[src/rtl/prog_load_run_check.sv]
// Self-test sequencer: streams program words into byte-wide IMEM, runs the core
// for a fixed budget, then checks register-file contents against an expected stream.
module prog_load_run_check #(
  parameter int unsigned INSTR_W    = 32,
  parameter int unsigned DATA_W     = 32,
  parameter int unsigned IMEM_AW    = 8,
  parameter int unsigned RF_AW      = 5,
  parameter int unsigned RUN_CYCLES = 20,
  parameter int unsigned CNT_W      = 8
) (
  input  logic               clk,
  input  logic               rst,
  input  logic               start,
  input  logic               ld_valid,
  output logic               ld_ready,
  input  logic [INSTR_W-1:0] ld_data,
  input  logic               ld_last,
  output logic               im_we,
  output logic [IMEM_AW-1:0] im_addr,
  output logic [7:0]         im_wdata,
  output logic               core_rst,
  output logic [RF_AW-1:0]   rf_raddr,
  input  logic [DATA_W-1:0]  rf_rdata,
  input  logic               chk_valid,
  output logic               chk_ready,
  input  logic [RF_AW-1:0]   chk_reg,
  input  logic [DATA_W-1:0]  chk_val,
  input  logic               chk_last,
  output logic [CNT_W-1:0]   pass_cnt,
  output logic [CNT_W-1:0]   fail_cnt,
  output logic               overflow,
  output logic               busy,
  output logic               done
);

  localparam int unsigned BYTES = INSTR_W / 8;
  localparam int unsigned BC_W  = $clog2(BYTES + 1);
  localparam int unsigned RC_W  = $clog2(RUN_CYCLES + 1);

  typedef enum logic [2:0] {
    S_IDLE, S_LOAD, S_RUN, S_ISSUE, S_CMP, S_DONE
  } state_t;

  state_t               r_state, w_next;
  logic [INSTR_W-1:0]   r_shift;
  logic [BC_W-1:0]      r_bcnt;
  logic                 r_last_word;
  logic [IMEM_AW:0]     r_addr;
  logic [RC_W-1:0]      r_run_cnt;
  logic [DATA_W-1:0]    r_exp;
  logic                 r_exp_last;
  logic [RF_AW-1:0]     r_raddr;
  logic [CNT_W-1:0]     r_pass, r_fail;
  logic                 r_ovf;

  logic w_start, w_byte, w_wrap, w_ld_acc, w_chk_acc, w_match;

  assign w_start   = start && (r_state == S_IDLE || r_state == S_DONE);
  assign w_byte    = (r_state == S_LOAD) && (r_bcnt != '0);
  // Extra address bit marks that IMEM has been filled; the pointer parks there.
  assign w_wrap    = r_addr[IMEM_AW];
  assign w_ld_acc  = ld_ready && ld_valid;
  assign w_chk_acc = chk_ready && chk_valid;
  assign w_match   = (rf_rdata == r_exp);

  assign im_we    = w_byte && !w_wrap;
  assign im_addr  = r_addr[IMEM_AW-1:0];
  assign im_wdata = r_shift[INSTR_W-1 -: 8];
  assign rf_raddr = r_raddr;
  assign pass_cnt = r_pass;
  assign fail_cnt = r_fail;
  assign overflow = r_ovf;

  always_ff @(posedge clk or posedge rst) begin
    if (rst) r_state <= S_IDLE;
    else     r_state <= w_next;
  end

  always_comb begin
    w_next    = r_state;
    ld_ready  = 1'b0;
    chk_ready = 1'b0;
    busy      = 1'b0;
    done      = 1'b0;
    core_rst  = 1'b1;
    case (r_state)
      S_IDLE: if (start) w_next = S_LOAD;
      S_LOAD: begin
        busy     = 1'b1;
        ld_ready = (r_bcnt == '0);
        if (w_byte && r_bcnt == BC_W'(1) && r_last_word) w_next = S_RUN;
      end
      S_RUN: begin
        busy     = 1'b1;
        core_rst = 1'b0;
        if (r_run_cnt == RC_W'(RUN_CYCLES - 1)) w_next = S_ISSUE;
      end
      S_ISSUE: begin
        busy      = 1'b1;
        chk_ready = 1'b1;
        if (chk_valid) w_next = S_CMP;
      end
      S_CMP: begin
        busy   = 1'b1;
        w_next = r_exp_last ? S_DONE : S_ISSUE;
      end
      S_DONE: begin
        done = 1'b1;
        if (start) w_next = S_LOAD;
      end
      default: w_next = S_IDLE;
    endcase
  end

  always_ff @(posedge clk or posedge rst) begin
    if (rst) begin
      r_shift     <= '0;
      r_bcnt      <= '0;
      r_last_word <= 1'b0;
      r_addr      <= '0;
      r_run_cnt   <= '0;
      r_exp       <= '0;
      r_exp_last  <= 1'b0;
      r_raddr     <= '0;
      r_pass      <= '0;
      r_fail      <= '0;
      r_ovf       <= 1'b0;
    end else begin
      if (w_start) begin
        r_addr <= '0;
        r_pass <= '0;
        r_fail <= '0;
        r_ovf  <= 1'b0;
        r_bcnt <= '0;
      end

      if (w_ld_acc) begin
        r_shift     <= ld_data;
        r_bcnt      <= BC_W'(BYTES);
        r_last_word <= ld_last;
      end else if (w_byte) begin
        r_shift <= r_shift << 8;
        r_bcnt  <= r_bcnt - BC_W'(1);
        if (w_wrap) r_ovf  <= 1'b1;
        else        r_addr <= r_addr + (IMEM_AW+1)'(1);
      end

      if (r_state == S_RUN) r_run_cnt <= r_run_cnt + RC_W'(1);
      else                  r_run_cnt <= '0;

      if (w_chk_acc) begin
        r_raddr    <= chk_reg;
        r_exp      <= chk_val;
        r_exp_last <= chk_last;
      end

      if (r_state == S_CMP) begin
        if (w_match) begin
          if (r_pass != '1) r_pass <= r_pass + CNT_W'(1);
        end else begin
          if (r_fail != '1) r_fail <= r_fail + CNT_W'(1);
        end
      end
    end
  end

endmodule

[config.mk]
export PLATFORM = sky130hd
export DESIGN_NAME = prog_load_run_check
export DESIGN_NICKNAME = d
export VERILOG_FILES = /design/src/rtl/prog_load_run_check.sv
export SDC_FILE = /design/constraint.sdc
export NUM_CORES = 1
export LEC_CHECK = 0
export ABC_AREA = 1
export BUFFER_PORTS_ARGS = -buffer_cell sky130_fd_sc_hd__buf_2
export CAP_MARGIN = 20
export CORE_AREA = 2 2 104 106
export CTS_CLUSTER_SIZE = 10
export DETAILED_ROUTE_END_ITERATION = 10
export DIE_AREA = 0 0 106 108
export PLACE_DENSITY = 0.81
export SYNTH_ARGS = -nofsm -noshare
export SYNTH_HDL_FRONTEND = slang
export SYNTH_SLANG_ARGS = --single-unit
[constraint.sdc]
create_clock -name clk -period 6.9 [get_ports clk]
set_clock_uncertainty 0.05 [all_clocks]
set_input_delay 0.345 -clock clk [delete_from_list [all_inputs] [get_ports clk]]
set_output_delay 0.345 -clock clk [all_outputs]
set_load 0.02 [all_outputs]
==> impl_metrics.tcl, run 1 <==
set metrics [dict create \
    status "finished, violations left" \
    violations "hold timing" \
    cp_top_family "simple AND/OR/NAND/NOR gates" \
    ys_seq_elements 108 \
    internal_power_mw 1.44 \
    nNetsFinal 910 \
    dp_hpwl_um 9020 \
    root_buffer "clkbuf_8" \
    syn-cell-area_um2 5810 \
    ys.flop_type "dfrtp_1" \
    switchingPower_uw 952 \
    yosysSeqAreaShare_pct 46.5 \
    track_usage_pct 22.3 \
    grt_max_degree 63 \
    ys_warn_count 0 \
    path_buf_inv 2 \
    critical_path.slowest_cell "nor3_2" \
    power.density_nw_per_um2 358 \
    grt-ovfl-total 0 \
    syn_nets 779 \
    gp_congestion 0.896 \
    crit_chain "nor3_2, inv_1, nand3_1, buf_2" \
    fp.dieW_um 106 \
    wire_per_inst_um 13.2 \
    ant_nets 0 \
    critPathRequiredTime_ps 6500 \
    synth.distinct_cells 39 \
    cp-startpoint "r_state[0]" \
    syn_to_final_growth_pct 15.2 \
    async_flop_share_pct 100 \
    final_cells 936 \
    post_cts_buffers 0 \
    clk-insertion-delay-late_ps 360 \
    combPwrFrac_pct 42.9 \
    crit_type "reg -> out" \
    via_per_inst 5.13 \
    final_cell_mix "nand2_1 (187), buf_2 (151), dfrtp_1 (108)" \
    die_area_um2 11400 \
    synth-edff-count 0 \
    cts_tree "built" \
    ctsResizeCount 0 \
    rsz0062_at_grt "false" \
    cts_inserted_buffers 9 \
    clkSlewWorstSetupHoldPaths_ps 90 \
    start_util_pct 56.8 \
    io_pins 152 \
    p_leak_nw 3.50 \
    slew_headroom_pct 45.1 \
    critical_path.max_stage_delay_ps 720 \
    worst_hold_slack_ps -8.05 \
    std_cell_rows 37 \
    cts.hold.buffers_added 0 \
    post-place-cells 919 \
    max-cap-violations 0 \
    drive_gt1_share_pct 29.6 \
    power_mw 2.39 \
    vdd_drop_max_mv 0.229 \
    antenna_found_initial 0 \
    finalCriticalPeriod_ps 2560 \
    worstPathArrival_ps 2170 \
    clkPwrFrac_pct 14.5 \
    max_slew.worst_pin.slew_ps 819 \
    cp-start-kind "flip-flop" \
    final_common_cell "nand2_1" \
    dr.pass1.iters 5 \
    cts_buffer_depth 2 \
    hold_viol 4 \
    n_antenna_cell 0 \
    fin_setup_tns_ps 0 \
    htree_num_levels 3 \
    fin_crit_sh_pct 37.2 \
    vias 4804 \
    drt_iter0_drc 318 \
    die_h_um 108 \
    coreArea_um2 10200 \
    grt_pass1_vias 4704 \
    switching_share_pct 39.8 \
    io_buffers 151 \
    syn_area_per_cell_um2 8.75 \
    reg2reg_from "r_bcnt[0]" \
    syn_inst 664 \
    cts_sinks 108 \
    min_path_type "in -> async" \
    crit_path_max_fanout 15 \
    drc_errors 0 \
    end_kind "primary output" \
    drv_slew 0 \
    fmax_ghz 0.390 \
    seq_power_share_pct 42.6 \
    setup_violations 0 \
    grt_pass1_wl_um 20600 \
    finalWirelength_um 12300 \
]
cells in the mapped netlist (all sizes together) (2+ instances only):
library cell | instances | share of area, %
nor3 | 4 | 0.43
mux2 | 29 | 6.4
nand2 | 194 | 13
o211ai | 11 | 1.4
a21oi | 15 | 1.3
o221ai | 15 | 3.3
nand3b | 2 | 0.26
dfrtp | 108 | 47
ha | 7 | 1.5
nor2 | 47 | 3.9
xnor2 | 27 | 4.1
xor2 | 4 | 0.60
buf | 31 | 4.1
inv | 88 | 5.7
nand3 | 37 | 3.3
o21ai | 25 | 2.2
nand4 | 7 | 0.75
o22ai | 3 | 0.32
clkbuf | 3 | 0.19
nor4 | 2 | 0.22
power by group through the flow:
stage	clock (mW)	combinational (mW)	sequential (mW)
floorplan	0	0.819	1.04
global placement	0	0.991	1.01
detailed placement	0	1.03	1.03
CTS	0.359	1.03	1.02
global route	0.387	1.15	1.04
finish	0.348	1.03	1.02
area by class of cell:
class / instances / area [um^2]
clock buffers: 12 / 145
multi-input cells: 434 / 2530
flip-flops and latches: 108 / 2700
inverters: 88 / 335
repair buffers: 154 / 791
well taps: 136 / 170
fillers: 832 / 3530
clock inverters: 4 / 25.0
state kept, by name, indices dropped and copies added, names as in the netlist:
name         flops
overflow         1
r_last_word      1
fail_cnt         8
r_exp_last       1
r_bcnt           3
r_exp           32
r_run_cnt        5
rf_raddr         5
pass_cnt         8
r_addr           9
r_shift         32
r_state          3
path summary, 6_finish.rpt:
path | cells after the start | slack (ps) | to
setup reg to reg | 9 | 4750 | r_shift[12]
setup / recovery | 4 | 4340 | busy
hold reg to reg | 1 | 410 | r_run_cnt[0]
hold / removal | 2 | -8 | r_exp[15]
max in group asynchronous | 3 | 5620 | fail_cnt[2]
min in group clk | 3 | 140 | r_shift[18]
stage by stage:
step | instance area, um^2 | setup slack (ps) | utilization (%)
final | 6700 | 4340 | 65.5
after global routing | 6700 | 4150 | 65.5
after CTS | 6680 | 4360 | 65.3
after detailed placement | 6510 | 4740 | 63.6
after global placement | 6510 | 4840 | 63.6
after floorplan | 5810 | 3660 | -
layer usage:
metal	GRT usage [%]	vias up	wire length [um]
met1	28.0	2258	5160
met5	0	-	0
met4	8.55	0	272
met3	3.32	28	617
li1	-	2374	-
met2	39.4	144	6280
cell families after synthesis:
group	share of synthesized area, %
XOR/XNOR	4.67
AND/OR/NAND/NOR	22.0
multiplexers	6.39
buffers and inverters	10.1
adder cells (fa/ha/maj)	1.51
flip-flops	46.5
AO/OA/AOI/OAI	8.89
No activity file was read; power rests on OpenSTA's default activity.
==> inputs of run 2 (changes only) <==
--- a/config.mk
+++ b/config.mk
@@ -8,11 +8,11 @@
 export ABC_AREA = 1
 export BUFFER_PORTS_ARGS = -buffer_cell sky130_fd_sc_hd__buf_2
 export CAP_MARGIN = 20
-export CORE_AREA = 2 2 104 106
+export CORE_AREA = 2 2 108 110
 export CTS_CLUSTER_SIZE = 10
 export DETAILED_ROUTE_END_ITERATION = 10
-export DIE_AREA = 0 0 106 108
-export PLACE_DENSITY = 0.81
+export DIE_AREA = 0 0 110 112
+export PLACE_DENSITY = 0.76
 export SYNTH_ARGS = -nofsm -noshare
 export SYNTH_HDL_FRONTEND = slang
 export SYNTH_SLANG_ARGS = --single-unit
==> constraint.sdc (replaced) <==
create_clock -name clk -period 2.4 [get_ports clk]
set_clock_uncertainty 0.05 [all_clocks]
set_input_delay 0.12 -clock clk [delete_from_list [all_inputs] [get_ports clk]]
set_output_delay 0.12 -clock clk [all_outputs]
set_load 0.02 [all_outputs]
==> impl_metrics.tcl, run 2 (synthesized netlist as in run 1, its figures left out) <==
set metrics [dict create \
    via_per_inst 5.09 \
    htree_num_levels 3 \
    drv_slew 0 \
    max-cap-violations 0 \
    grt_pass1_vias 5365 \
    rr_endpoint "pass_cnt[5]" \
    worstPathArrival_ps 2340 \
    std_cell_rows 39 \
    cts_sinks 108 \
    reg2reg_slack_ps 250 \
    end_kind "flip-flop" \
    post-place-cells 932 \
    io_buffers 151 \
    cp-start-kind "flip-flop" \
    vdd_drop_max_mv 0.678 \
    critPathRequiredTime_ps 2590 \
    drc_errors 0 \
    status "finished clean" \
    min_path_type "in -> reg" \
    dr.pass1.iters 7 \
    finalCriticalPeriod_ps 2150 \
    start_util_pct 52.0 \
    grt_pass1_wl_um 24600 \
    min_to "r_shift[5]" \
    hold_viol 0 \
    final_common_cell "nand2_1" \
    wire_per_inst_um 14.2 \
    vias 5175 \
    reg2reg_from "r_exp[2]" \
    rr_worst_depth 10 \
    cts_buffer_depth 2 \
    antenna_found_initial 0 \
    die_h_um 112 \
    p_leak_nw 3.90 \
    crit_type "reg -> reg" \
    power_mw 7.78 \
    clkSlewWorstSetupHoldPaths_ps 70 \
    grt-ovfl-total 0 \
    fp.dieW_um 110 \
    slew_headroom_pct 50.5 \
    hp-start "ld_data[5]" \
    min_path_cells 3 \
    drt_iter0_drc 301 \
    setup_violations 0 \
    drive_gt1_share_pct 27.9 \
    reg_top3 "r_exp (32), r_shift (32), r_addr (9)" \
    ant_nets 0 \
    dp_hpwl_um 9500 \
    nNetsFinal 984 \
    syn_to_final_growth_pct 31.4 \
    rsz0062_at_grt "false" \
    power.density_nw_per_um2 1020 \
    coreArea_um2 11200 \
    fmax_ghz 0.465 \
    grt_max_degree 48 \
    max_slew.worst_pin.slew_ps 741 \
    gp_congestion 0.860 \
    final_cell_mix "nand2_1 (187), buf_2 (151), dfrtp_1 (108)" \
    crit_path_max_fanout 12 \
    cts_tree "built" \
    n_antenna_cell 0 \
    cts_inserted_buffers 9 \
    finalWirelength_um 14400 \
    die_area_um2 12300 \
    layout_setup_ws_ps 247 \
    post_cts_buffers 0 \
    dp_slack_ps 378 \
    clk-insertion-delay-late_ps 340 \
    nFillCells 802 \
    final_cells 1017 \
    track_usage_pct 25.2 \
    fin_setup_tns_ps 0 \
    root_buffer "clkbuf_16" \
    io_pins 152 \
    fin_crit_sh_pct 89.7 \
]
[run 2: changes by cell type in the layout (fill, tap and decap cells not counted), moves of 2 or more]
cell,before,now
dlygate4sd3_1,0,69
clkbuf_8,10,0
clkbuf_16,0,9
buf_4,2,5
bufinv_16,0,3
buf_12,1,3
clkbuf_1,2,0
clkinv_2,2,0
clkinvlp_4,2,4
[run 2: per-layer routing]
layer	part of all wire [%]	vias up	track usage (%)
met4	3.3	0	11.7
met3	4.6	39	3.57
met1	40	2456	30.6
li1	-	2521	-
met5	0	-	0
met2	52	159	43.4
[run 2: what timing repair did]
| action | in CTS | in global routing |
|---|---|---|
| gates resized for setup | 0 | 0 |
| hold endpoints to repair | 97 | 0 |
| hold buffers | 69 | 0 |
[run 2: final cells by class]
| class | count | area, um^2 | share of cell area (%) |
|---|---|---|---|
| multi-input combinational | 434 | 2530 | 33.1 |
| timing repair buffer | 228 | 1540 | 20.2 |
| clock inverter | 7 | 124 | 1.62 |
| clock buffer | 9 | 225 | 2.95 |
| sequential | 108 | 2700 | 35.4 |
| inverter | 88 | 337 | 4.41 |
| tap | 143 | 179 | 2.34 |
[run 2: report_power, final]
part / internal [mW] / leakage (nW) / switching, mW
registers: 2.50 / 1.37 / 0.449
logic: 1.35 / 2.37 / 1.77
clock network: 1.03 / 0.160 / 0.683
[run 2: worst max-delay path by stage]
stage	end	from	slack [ps]	depth (start not counted)
floorplan	fail_cnt[7]	fail_cnt[0]	720	10
global placement	pass_cnt[5]	r_exp[0]	490	10
detailed placement	pass_cnt[5]	r_exp[2]	380	10
CTS	pass_cnt[5]	r_exp[2]	290	10
global route	pass_cnt[6]	r_exp[6]	80	10
finish	pass_cnt[5]	r_exp[2]	250	10
[run 2: stage by stage]
stage | instance area [um^2] | utilization (%) | hold slack [ps]
after floorplan | 5820 | - | 187
final | 7640 | 68.4 | 9.97
after detailed placement | 6600 | 59.1 | 246
after global placement | 6600 | 59.1 | 229
after CTS | 7640 | 68.4 | 3.83
after global routing | 7640 | 68.4 | 7.63
[run 2: worst max-delay path, stage by stage, from the launching register on]
cell     delay, ps
dfrtp_1        400
xnor2_1        170
nand2_1         80
nor2_1         160
nand2_1         80
nor2_2         250
nand2_1        310
nor2_2         330
nand2_1        100
nand2_1         70
inv_1           40
==> inputs of run 3 (changes only) <==
--- a/config.mk
+++ b/config.mk
@@ -5,14 +5,14 @@
 export SDC_FILE = /design/constraint.sdc
 export NUM_CORES = 1
 export LEC_CHECK = 0
-export ABC_AREA = 1
 export BUFFER_PORTS_ARGS = -buffer_cell sky130_fd_sc_hd__buf_2
 export CAP_MARGIN = 20
-export CORE_AREA = 2 2 108 110
+export CORE_AREA = 2 2 105 107
 export CTS_CLUSTER_SIZE = 10
 export DETAILED_ROUTE_END_ITERATION = 10
-export DIE_AREA = 0 0 110 112
+export DIE_AREA = 0 0 107 109
 export PLACE_DENSITY = 0.76
+export SKIP_LAST_GASP = 1
 export SYNTH_ARGS = -nofsm -noshare
 export SYNTH_HDL_FRONTEND = slang
 export SYNTH_SLANG_ARGS = --single-unit
==> impl_metrics.tcl, run 3 <==
set metrics [dict create \
    ys.flop_type "dfrtp_1" \
    std_cell_rows 38 \
    p_leak_nw 3.50 \
    syn_to_final_growth_pct 32.6 \
    final_area_um2 7110 \
    post_cts_buffers 0 \
    post-place-cells 777 \
    final_common_cell "buf_2" \
    drt_iter0_drc 265 \
    rsz0062_at_grt "false" \
    cp-start-kind "flip-flop" \
    cts_buffer_depth 2 \
    synth_top_family_by_area "simple AND/OR/NAND/NOR gates" \
    critical_path.max_stage_delay_ps 430 \
    critPathRequiredTime_ps 2590 \
    synth_compound_area_share_pct 10.1 \
    max_slew.worst_pin.slew_ps 666 \
    synthMuxAreaShare_pct 9.79 \
    syn_nets 626 \
    dr.pass1.iters 5 \
    syn_area_per_cell_um2 10.5 \
    fin_crit_sh_pct 95.2 \
    synth.distinct_cells 50 \
    yosysMostFrequentCell "dfrtp_1" \
    root_buffer "clkbuf_8" \
    finalCriticalPeriod_ps 2290 \
    vdd_drop_max_mv 0.578 \
    fmax_ghz 0.438 \
    cts_tree "built" \
    nNetsFinal 835 \
    crit_chain "xor2_1, nor4_2, nand4_2, o31ai_4, nor2_1, or3_1" \
    max-cap-violations 0 \
    via_per_inst 5.27 \
    grt-ovfl-total 0 \
    vias 4565 \
    clk-insertion-delay-late_ps 370 \
    synth.area.top_cells "dfrtp_1 (50%), mux2_2 (8.4%), nand2_1 (6.2%)" \
    wire_per_inst_um 15.7 \
    setup_violations 0 \
    cts_sinks 108 \
    power.density_nw_per_um2 885 \
    io_pins 152 \
    start_util_pct 50.6 \
    ant_nets 0 \
    antenna_found_initial 1 \
    crit_type "reg -> reg" \
    gp_congestion 0.852 \
    drive_gt1_share_pct 33.0 \
    hold_viol 0 \
    io_buffers 151 \
    cts_inserted_buffers 9 \
    syn_inst 511 \
    finalWirelength_um 13600 \
    async_flop_share_pct 100 \
    slew_headroom_pct 55.5 \
    min_path_type "in -> reg" \
    track_usage_pct 24.3 \
    fin_setup_tns_ps 0 \
    synth_common_cells "dfrtp_1 (108), nand2_1 (89), mux2_2 (40), xor2_1 (37), o21ai_0 (27)" \
    yosysSeqAreaShare_pct 50.4 \
    clkSlewWorstSetupHoldPaths_ps 110 \
    grt_max_degree 109 \
    ys_warn_count 0 \
    critical_path.slowest_cell "dfrtp_1" \
    yosys.area.top_type "dfrtp_1" \
    synth-xor-area-share_pct 6.53 \
    end_kind "flip-flop" \
    reg_top3 "r_exp (32), r_shift (32), r_addr (9)" \
    synthAdderAreaFrac_pct 1.63 \
    synth-edff-count 0 \
    synthSimpleGateAreaFrac_pct 17.0 \
    final_cell_mix "buf_2 (151), dfrtp_1 (108), nand2_1 (89)" \
    final_cells 866 \
    syn-cell-area_um2 5370 \
    grt_pass1_vias 4699 \
    place_area_um2 6190 \
    worstPathArrival_ps 2480 \
    dp_hpwl_um 8810 \
    drv_slew 0 \
    status "finished clean" \
    die_h_um 109 \
    synth_top_area_share_pct 50.4 \
    drc_errors 0 \
    ys_seq_elements 108 \
    grt_pass1_wl_um 22300 \
    coreArea_um2 10600 \
    htree_num_levels 3 \
    fp.dieW_um 107 \
    die_area_um2 11700 \
    crit_path_max_fanout 5 \
]
run 3: cell type report:
class                           count  area (um^2)
Antenna cell                        1         2.50
Clock inverter                      6         46.3
Inverter                           11         45.0
Fill cell                         799         3490
Multi-Input combinational cell    356         2430
Sequential cell                   108         2700
Tap cell                          140          175
Clock buffer                       10          138
Timing Repair Buffer              234         1570
run 3: per-stage QoR:
stage	total power [mW]	hold slack [ps]	worst slack (ps)	util, %
finish	6.29	91.5	115	67.1
global route	6.73	88.0	1.43	67.1
CTS	6.29	66.8	108	66.9
detailed placement	5.15	283	115	58.4
global placement	5.01	273	140	58.4
floorplan	4.58	187	269	-
run 3: cell families after synthesis:
| kind of cell | count (synthesis) |
|---|---|
| adders and majority gates | 7 |
| buffers and inverters | 47 |
| and+or+nand+nor | 183 |
| DFF | 108 |
| xor gates and xnor gates | 40 |
| muxes | 47 |
| AOI/OAI and AO/OA | 79 |
run 3: per-layer routing:
metal / part of all wire, % / global-route usage, %
met4: 2.3 / 9.28
met3: 5.2 / 5.74
met5: 0 / 0
met2: 52 / 41.5
met1: 41 / 30.0
run 3: worst paths after layout:
path / start / endpoint / slack (ps) / depth (start not counted)
worst max-delay path: r_exp[18] / fail_cnt[7] / 110 / 6
worst min-delay path: start / r_state[2] / 90 / 4
worst max register to register: r_exp[18] / fail_cnt[7] / 110 / 6
worst min register to register: r_run_cnt[0] / r_run_cnt[0] / 420 / 1
max in group asynchronous: rst / r_shift[2] / 1470 / 4
min in group asynchronous: rst / r_run_cnt[2] / 390 / 4
run 3: where the power goes:
group / leakage, nW / total, mW / internal [mW] / switching [mW]
logic: 2.03 / 2.24 / 1.05 / 1.19
registers: 1.38 / 3.00 / 2.50 / 0.501
clock network: 0.0946 / 1.05 / 0.416 / 0.635
total: 3.50 / 6.29 / 3.97 / 2.32
run 3: critical path, delay by kind of cell (launching register included):
kind / cells / cell delay [ps]
compound gates: 1 / 410
simple gates: 4 / 1080
xor+xnor: 1 / 190
flops: 1 / 430
run 3: timing repair:
action / CTS / global route
setup endpoints to repair: 0 / 6
endpoints found under the hold margin: 179 / 0
hold buffers: 72 / 0
gates resized for setup: 0 / 2
